--- src/rtl/mem_bus_arbiter_if.sv ---
// Bundles the two CPU request ports, the shared response and the memory
// controller side of mem_bus_arbiter. The arbiter uses the slave modport.
interface mem_bus_arbiter_if;
    logic        req0;
    logic [31:0] addr0;
    logic [31:0] wdata0;
    logic        we0;
    logic        ack0;

    logic        req1;
    logic [31:0] addr1;
    logic [31:0] wdata1;
    logic        we1;
    logic        ack1;

    logic [31:0] rdata;
    logic        err;

    logic [31:0] mem_addr;
    logic [31:0] mem_wdata;
    logic        mem_is_write;
    logic        mem_start;
    logic        mem_busy;
    logic [31:0] mem_rdata;

    modport slave (
        input  req0, addr0, wdata0, we0,
        input  req1, addr1, wdata1, we1,
        input  mem_busy, mem_rdata,
        output ack0, ack1, rdata, err,
        output mem_addr, mem_wdata, mem_is_write, mem_start
    );

    modport master (
        output req0, addr0, wdata0, we0,
        output req1, addr1, wdata1, we1,
        output mem_busy, mem_rdata,
        input  ack0, ack1, rdata, err,
        input  mem_addr, mem_wdata, mem_is_write, mem_start
    );
endinterface

--- src/rtl/mem_bus_arbiter.sv ---
// Round-robin arbiter sharing one memory controller port between the
// instruction-fetch port (0) and the data port (1), with a busy timeout.
module mem_bus_arbiter #(
    parameter int TIMEOUT = 1024,
    parameter int CNT_W   = 11
) (
    input  logic               clk,
    input  logic               rst_n,
    mem_bus_arbiter_if.slave   bus
);

    typedef enum logic [1:0] {
        IDLE,
        ISSUE,
        WAIT_DONE,
        ACK
    } state_t;

    state_t             state;
    logic               last_grant;
    logic               cur;
    logic [CNT_W-1:0]   cnt;
    logic               grant_port;

    // Under contention the port that did not win last time goes next.
    assign grant_port = (bus.req0 && bus.req1) ? ~last_grant : bus.req1;

    always_ff @(posedge clk or negedge rst_n) begin
        if (!rst_n) begin
            state            <= IDLE;
            last_grant       <= 1'b1;
            cur              <= 1'b0;
            cnt              <= '0;
            bus.ack0         <= 1'b0;
            bus.ack1         <= 1'b0;
            bus.rdata        <= '0;
            bus.err          <= 1'b0;
            bus.mem_addr     <= '0;
            bus.mem_wdata    <= '0;
            bus.mem_is_write <= 1'b0;
            bus.mem_start    <= 1'b0;
        end else begin
            bus.mem_start <= 1'b0;
            case (state)
                IDLE: begin
                    if (bus.req0 || bus.req1) begin
                        cur              <= grant_port;
                        bus.mem_addr     <= grant_port ? bus.addr1  : bus.addr0;
                        bus.mem_wdata    <= grant_port ? bus.wdata1 : bus.wdata0;
                        bus.mem_is_write <= grant_port ? bus.we1    : bus.we0;
                        bus.mem_start    <= 1'b1;
                        state            <= ISSUE;
                    end
                end
                ISSUE: begin
                    cnt   <= '0;
                    state <= WAIT_DONE;
                end
                WAIT_DONE: begin
                    // A stuck controller is abandoned with err and zero data.
                    if (!bus.mem_busy) begin
                        bus.rdata <= bus.mem_rdata;
                        bus.err   <= 1'b0;
                        bus.ack0  <= ~cur;
                        bus.ack1  <= cur;
                        state     <= ACK;
                    end else if (cnt == CNT_W'(TIMEOUT - 1)) begin
                        bus.rdata <= '0;
                        bus.err   <= 1'b1;
                        bus.ack0  <= ~cur;
                        bus.ack1  <= cur;
                        state     <= ACK;
                    end else begin
                        cnt <= cnt + CNT_W'(1);
                    end
                end
                ACK: begin
                    bus.ack0   <= 1'b0;
                    bus.ack1   <= 1'b0;
                    bus.rdata  <= '0;
                    bus.err    <= 1'b0;
                    last_grant <= cur;
                    state      <= IDLE;
                end
                default: state <= IDLE;
            endcase
        end
    end

endmodule

--- src/flat_wrapper.sv ---
// flat-port wrapper written by rule: the top's interface ports become plain ports
module mem_bus_arbiter_flat 
#(
    parameter int TIMEOUT = 1024,
    parameter int CNT_W   = 11
)
  (clk, rst_n, bus_req0, bus_addr0, bus_wdata0, bus_we0, bus_req1, bus_addr1, bus_wdata1, bus_we1, bus_mem_busy, bus_mem_rdata, bus_ack0, bus_ack1, bus_rdata, bus_err, bus_mem_addr, bus_mem_wdata, bus_mem_is_write, bus_mem_start);
  mem_bus_arbiter_if bus_i ();
  input  logic clk;
  input  logic rst_n;
  input wire logic [$bits(bus_i.req0)-1:0] bus_req0;
  input wire logic [$bits(bus_i.addr0)-1:0] bus_addr0;
  input wire logic [$bits(bus_i.wdata0)-1:0] bus_wdata0;
  input wire logic [$bits(bus_i.we0)-1:0] bus_we0;
  input wire logic [$bits(bus_i.req1)-1:0] bus_req1;
  input wire logic [$bits(bus_i.addr1)-1:0] bus_addr1;
  input wire logic [$bits(bus_i.wdata1)-1:0] bus_wdata1;
  input wire logic [$bits(bus_i.we1)-1:0] bus_we1;
  input wire logic [$bits(bus_i.mem_busy)-1:0] bus_mem_busy;
  input wire logic [$bits(bus_i.mem_rdata)-1:0] bus_mem_rdata;
  output wire logic [$bits(bus_i.ack0)-1:0] bus_ack0;
  output wire logic [$bits(bus_i.ack1)-1:0] bus_ack1;
  output wire logic [$bits(bus_i.rdata)-1:0] bus_rdata;
  output wire logic [$bits(bus_i.err)-1:0] bus_err;
  output wire logic [$bits(bus_i.mem_addr)-1:0] bus_mem_addr;
  output wire logic [$bits(bus_i.mem_wdata)-1:0] bus_mem_wdata;
  output wire logic [$bits(bus_i.mem_is_write)-1:0] bus_mem_is_write;
  output wire logic [$bits(bus_i.mem_start)-1:0] bus_mem_start;
  assign bus_i.req0 = bus_req0;
  assign bus_i.addr0 = bus_addr0;
  assign bus_i.wdata0 = bus_wdata0;
  assign bus_i.we0 = bus_we0;
  assign bus_i.req1 = bus_req1;
  assign bus_i.addr1 = bus_addr1;
  assign bus_i.wdata1 = bus_wdata1;
  assign bus_i.we1 = bus_we1;
  assign bus_i.mem_busy = bus_mem_busy;
  assign bus_i.mem_rdata = bus_mem_rdata;
  assign bus_ack0 = bus_i.ack0;
  assign bus_ack1 = bus_i.ack1;
  assign bus_rdata = bus_i.rdata;
  assign bus_err = bus_i.err;
  assign bus_mem_addr = bus_i.mem_addr;
  assign bus_mem_wdata = bus_i.mem_wdata;
  assign bus_mem_is_write = bus_i.mem_is_write;
  assign bus_mem_start = bus_i.mem_start;
  mem_bus_arbiter #(.TIMEOUT(TIMEOUT), .CNT_W(CNT_W)) u_core (.clk(clk), .rst_n(rst_n), .bus(bus_i));
endmodule
--- config.mk ---
export PLATFORM = sky130hd
export DESIGN_NAME = mem_bus_arbiter_flat
export DESIGN_NICKNAME = d
export VERILOG_FILES = /design/src/rtl/mem_bus_arbiter_if.sv /design/src/rtl/mem_bus_arbiter.sv /design/src/flat_wrapper.sv
export SDC_FILE = /design/constraint.sdc
export NUM_CORES = 1
export LEC_CHECK = 0
export ABC_CLOCK_PERIOD_IN_PS = 2000
export BUFFER_PORTS_ARGS = -buffer_cell sky130_fd_sc_hd__buf_2
export CELL_PAD_IN_SITES_DETAIL_PLACEMENT = 1
export CELL_PAD_IN_SITES_GLOBAL_PLACEMENT = 1
export CORE_MARGIN = 10
export CORE_UTILIZATION = 33
export CTS_CLUSTER_DIAMETER = 150
export DETAILED_ROUTE_END_ITERATION = 6
export GPL_ROUTABILITY_DRIVEN = 0
export PLACE_DENSITY_LB_ADDON = 0.1
export SLEW_MARGIN = 20
export SYNTH_ARGS = -nofsm -noshare
export SYNTH_HDL_FRONTEND = slang
export SYNTH_SLANG_ARGS = --single-unit
--- constraint.sdc ---
create_clock -name clk -period 2 [get_ports clk]
set_input_delay 0.1 -clock clk [delete_from_list [all_inputs] [get_ports clk]]
set_output_delay 0.1 -clock clk [all_outputs]
set_load 0.01 [all_outputs]
==> results.toml <==
[routing]
routedWlPerCell_um = 19.4
drc = 0
antenna_left = 0
drtIter0Drc = 187
routed_wl_um = 20900
vias = 5159
viasPerCell = 4.78
first_pass_iters = 4

[yosys]
netlist_area_mm2 = 0.00520
async_reset_ff_share_pct = 100
postSynthAreaPerCell_um2 = 10.9
yosysUniqueCellTypes = 43
syn_nets = 647
synth_edf_count = 0
synth-compound-area-share_pct = 15.4
synthMuxAreaShare_pct = 13.7
yosysWarnings = 0
synth_xor_xnor_area_share_pct = 0
ys.flop_type = "dfrtp_1"
seq_area_frac_synth_pct = 55.8
synth_top_family_by_area = "compound AO/OA/AOI/OAI gates"
syn_inst = 475
synthAdderAreaFrac_pct = 1.20
ys_ff_latch = 116
synthSimpleGateAreaFrac_pct = 10.1

[global_route]
track_usage_pct = 19.4
antenna_found_initial = 1
grt_pass1_vias = 5961
grt_first_pass_wirelength_um = 33200
grt_max_degree = 117
overflow = 0

[pwr]
power_density_mw_per_mm2 = 1330
leakage_uw = 0.00448
irDropWorstVdd_uv = 629

[sta]
slew_violations = 0
holdWs_ps = -11.0
fin_crit_sh_pct = 98.5
slew_headroom_pct = 58.3
period_minus_slack_ps = 1970
max_freq_mhz = 508
fin_skew_ps = 8.80
timing.final.ws_setup_ps = 29.9
hold_viol = 1
rsz0062_at_grt = "yes"
setup_viol = 0
tightestPinTransition_ps = 625

[final_layout]
fillCellCount = 1752
fin_area_mm2 = 0.00861
area_growth_pct = 65.6
final_layout_size_suffix_gt1_share_pct = 38.2
fin_nets = 1027
postLayoutCoreUtil_pct = 56.2
regArea_mm2 = 0.00290
multi_input_area_mm2 = 0.00213

[place]
place_ws_ps = 156
dp_hpwl_um = 14300
io_buffers = 267
place_area_mm2 = 0.00684

[setup_path]
ff2ff_path_depth = 7
cp.arrival_ps = 2300
crit_slowest_cell = "dfstp_2"
critPathMaxStageDelay_ps = 560
crit_chain = "a21boi_4 -> buf_12 -> buf_4 -> buf_12 -> mux2i_1 -> dlygate4sd3_1 -> o21ai_0"
required_ps = 2330
worst_setup_path_end_kind = "flip-flop"
startpoint_type = "flip-flop"
cp_max_fo = 11
rrSetupSlack_ps = 30
path_class = "flip-flop to flip-flop"
crit_top_cell = "buf_12"

[run_status]
status = "finished with violations"
violations = "negative hold slack"

[clock_tree]
cts_root_buf = "clkbuf_16"
cts.path.max_buffers = 2
cts_made_buffers = 17
clk_latency_ps = 410
htree_levels = 4
path_clk_slew_ps = 60
clock-sinks = 116
cts_tree = "done"

[floorplan]
start_util_pct = 34.0
ios = 268
dieArea_mm2 = 0.0212
die_w_um = 146
die_h_um = 146
rows = 45
core_area_mm2 = 0.0153

[min_path]
hold_depth = 3
hp-class = "input pin to flip-flop"

[run]
cap_viol_max_count = 0
[where the power goes]
part           switching, uW  internal [uW]
clock network           1150           2010
registers                515           3260
logic                   2570           1930
total                   4240           7200
[sequential cells by signal, summed over array words and instances, names as in the netlist]
name / count
u_core.bus.ack0: 1
u_core.bus.rdata: 32
u_core.bus.mem_wdata: 32
u_core.bus.mem_addr: 32
u_core.cnt: 11
u_core.state: 2
u_core.cur: 1
u_core.bus.ack1: 1
u_core.bus.mem_start: 1
u_core.last_grant: 1
u_core.bus.err: 1
u_core.bus.mem_is_write: 1
[cell type report]
cell class / instances / area share, %
sequential: 116 / 33.7
multi-input combinational: 318 / 24.7
clock inverter: 14 / 2.03
clock buffer: 18 / 5.10
timing repair buffer: 396 / 31.0
tap: 211 / 3.07
inverter: 6 / 0.262
antenna: 1 / 0.0291
[through the flow]
step	total power [uW]	setup TNS (ps)	hold WS (ps)	instances
2_1_floorplan	6010	0	-196	475
3_3_place_gp	7810	0	250	932
3_5_place_dp	8000	0	253	932
4_1_cts	11500	0	0.400	1071
5_1_grt	12300	-66.8	19.0	1080
6_report	11400	0	-11.0	1080
[synthesized netlist by cell type, drive strengths merged, types with 2 or more instances]
library cell	instances	area share, %
clkbuf	17	1.3
mux2	2	0.43
a22o	32	5.4
mux2i	69	13
inv	6	0.43
a41oi	2	0.34
and3	2	0.24
nor3	5	0.70
ha	5	1.2
dfrtp	115	55
nand4	8	1.4
nand2	78	5.6
nand2b	2	0.24
a21oi	9	0.87
buf	18	2.1
nand3	7	0.67
o21ai	73	7.0
nor2	9	0.65
[final timing paths]
kind / end / startpoint
min in group asynchronous: u_core.bus.mem_addr[30] / rst_n
max in group asynchronous: u_core.bus.rdata[7] / rst_n
hold reg to reg: u_core.bus.mem_wdata[29] / u_core.bus.mem_wdata[29]
hold / removal: u_core.bus.mem_addr[4] / bus_addr1[4]
setup / recovery: u_core.bus.mem_addr[5] / u_core.last_grant
setup reg to reg: u_core.bus.mem_addr[5] / u_core.last_grant
[timing repair]
action	CTS	global route
setup endpoints to repair	0	16
buffers inserted	0	9
hold endpoints to repair	186	0
hold buffers	107	0
resized for setup	0	3
[per-layer routing]
layer  routed length (um)  vias up  GRT usage [%]  share of wire, %
met5                    0        -              0                 0
met4                  259        0           5.46               1.2
met3                 1430       18           7.39               6.8
met2                11100      169           35.1                53
met1                 8130     2517           20.6                39
li1                     -     2455              -                 -
[kinds of logic (layout without fill, tap and decap cells)]
family | after synthesis | in the layout
compound gates | 127 | 127
flops | 116 | 116
simple gates | 115 | 115
mux | 71 | 71
buf+inv | 41 | 434
fa+ha+maj | 5 | 5
other cells | 0 | 1
[layout by cell type, fill, tap and decap left out, types with 2 or more instances in the layout]
master,n
nand4_1,6
dlygate4sd3_1,105
clkinv_2,2
a21oi_1,9
nor3_1,4
clkinvlp_4,3
and3_1,2
nor2_1,9
inv_1,6
inv_6,4
bufinv_16,3
clkbuf_16,17
dfrtp_1,115
buf_4,16
nand2_1,78
buf_12,6
nand3_1,7
ha_1,5
a41oi_1,2
clkinv_4,2
mux2i_1,69
nand2b_1,2
buf_2,266
o21ai_0,71
a22o_1,32
[critical path, delay by kind of cell, from the launching register on]
kind                   cells  cell delay [ps]
multiplexers               1              100
buffers and inverters      4              980
flip-flops                 1              560
AO/OA/AOI/OAI              2              230
Power figures use the tool's default switching activity.
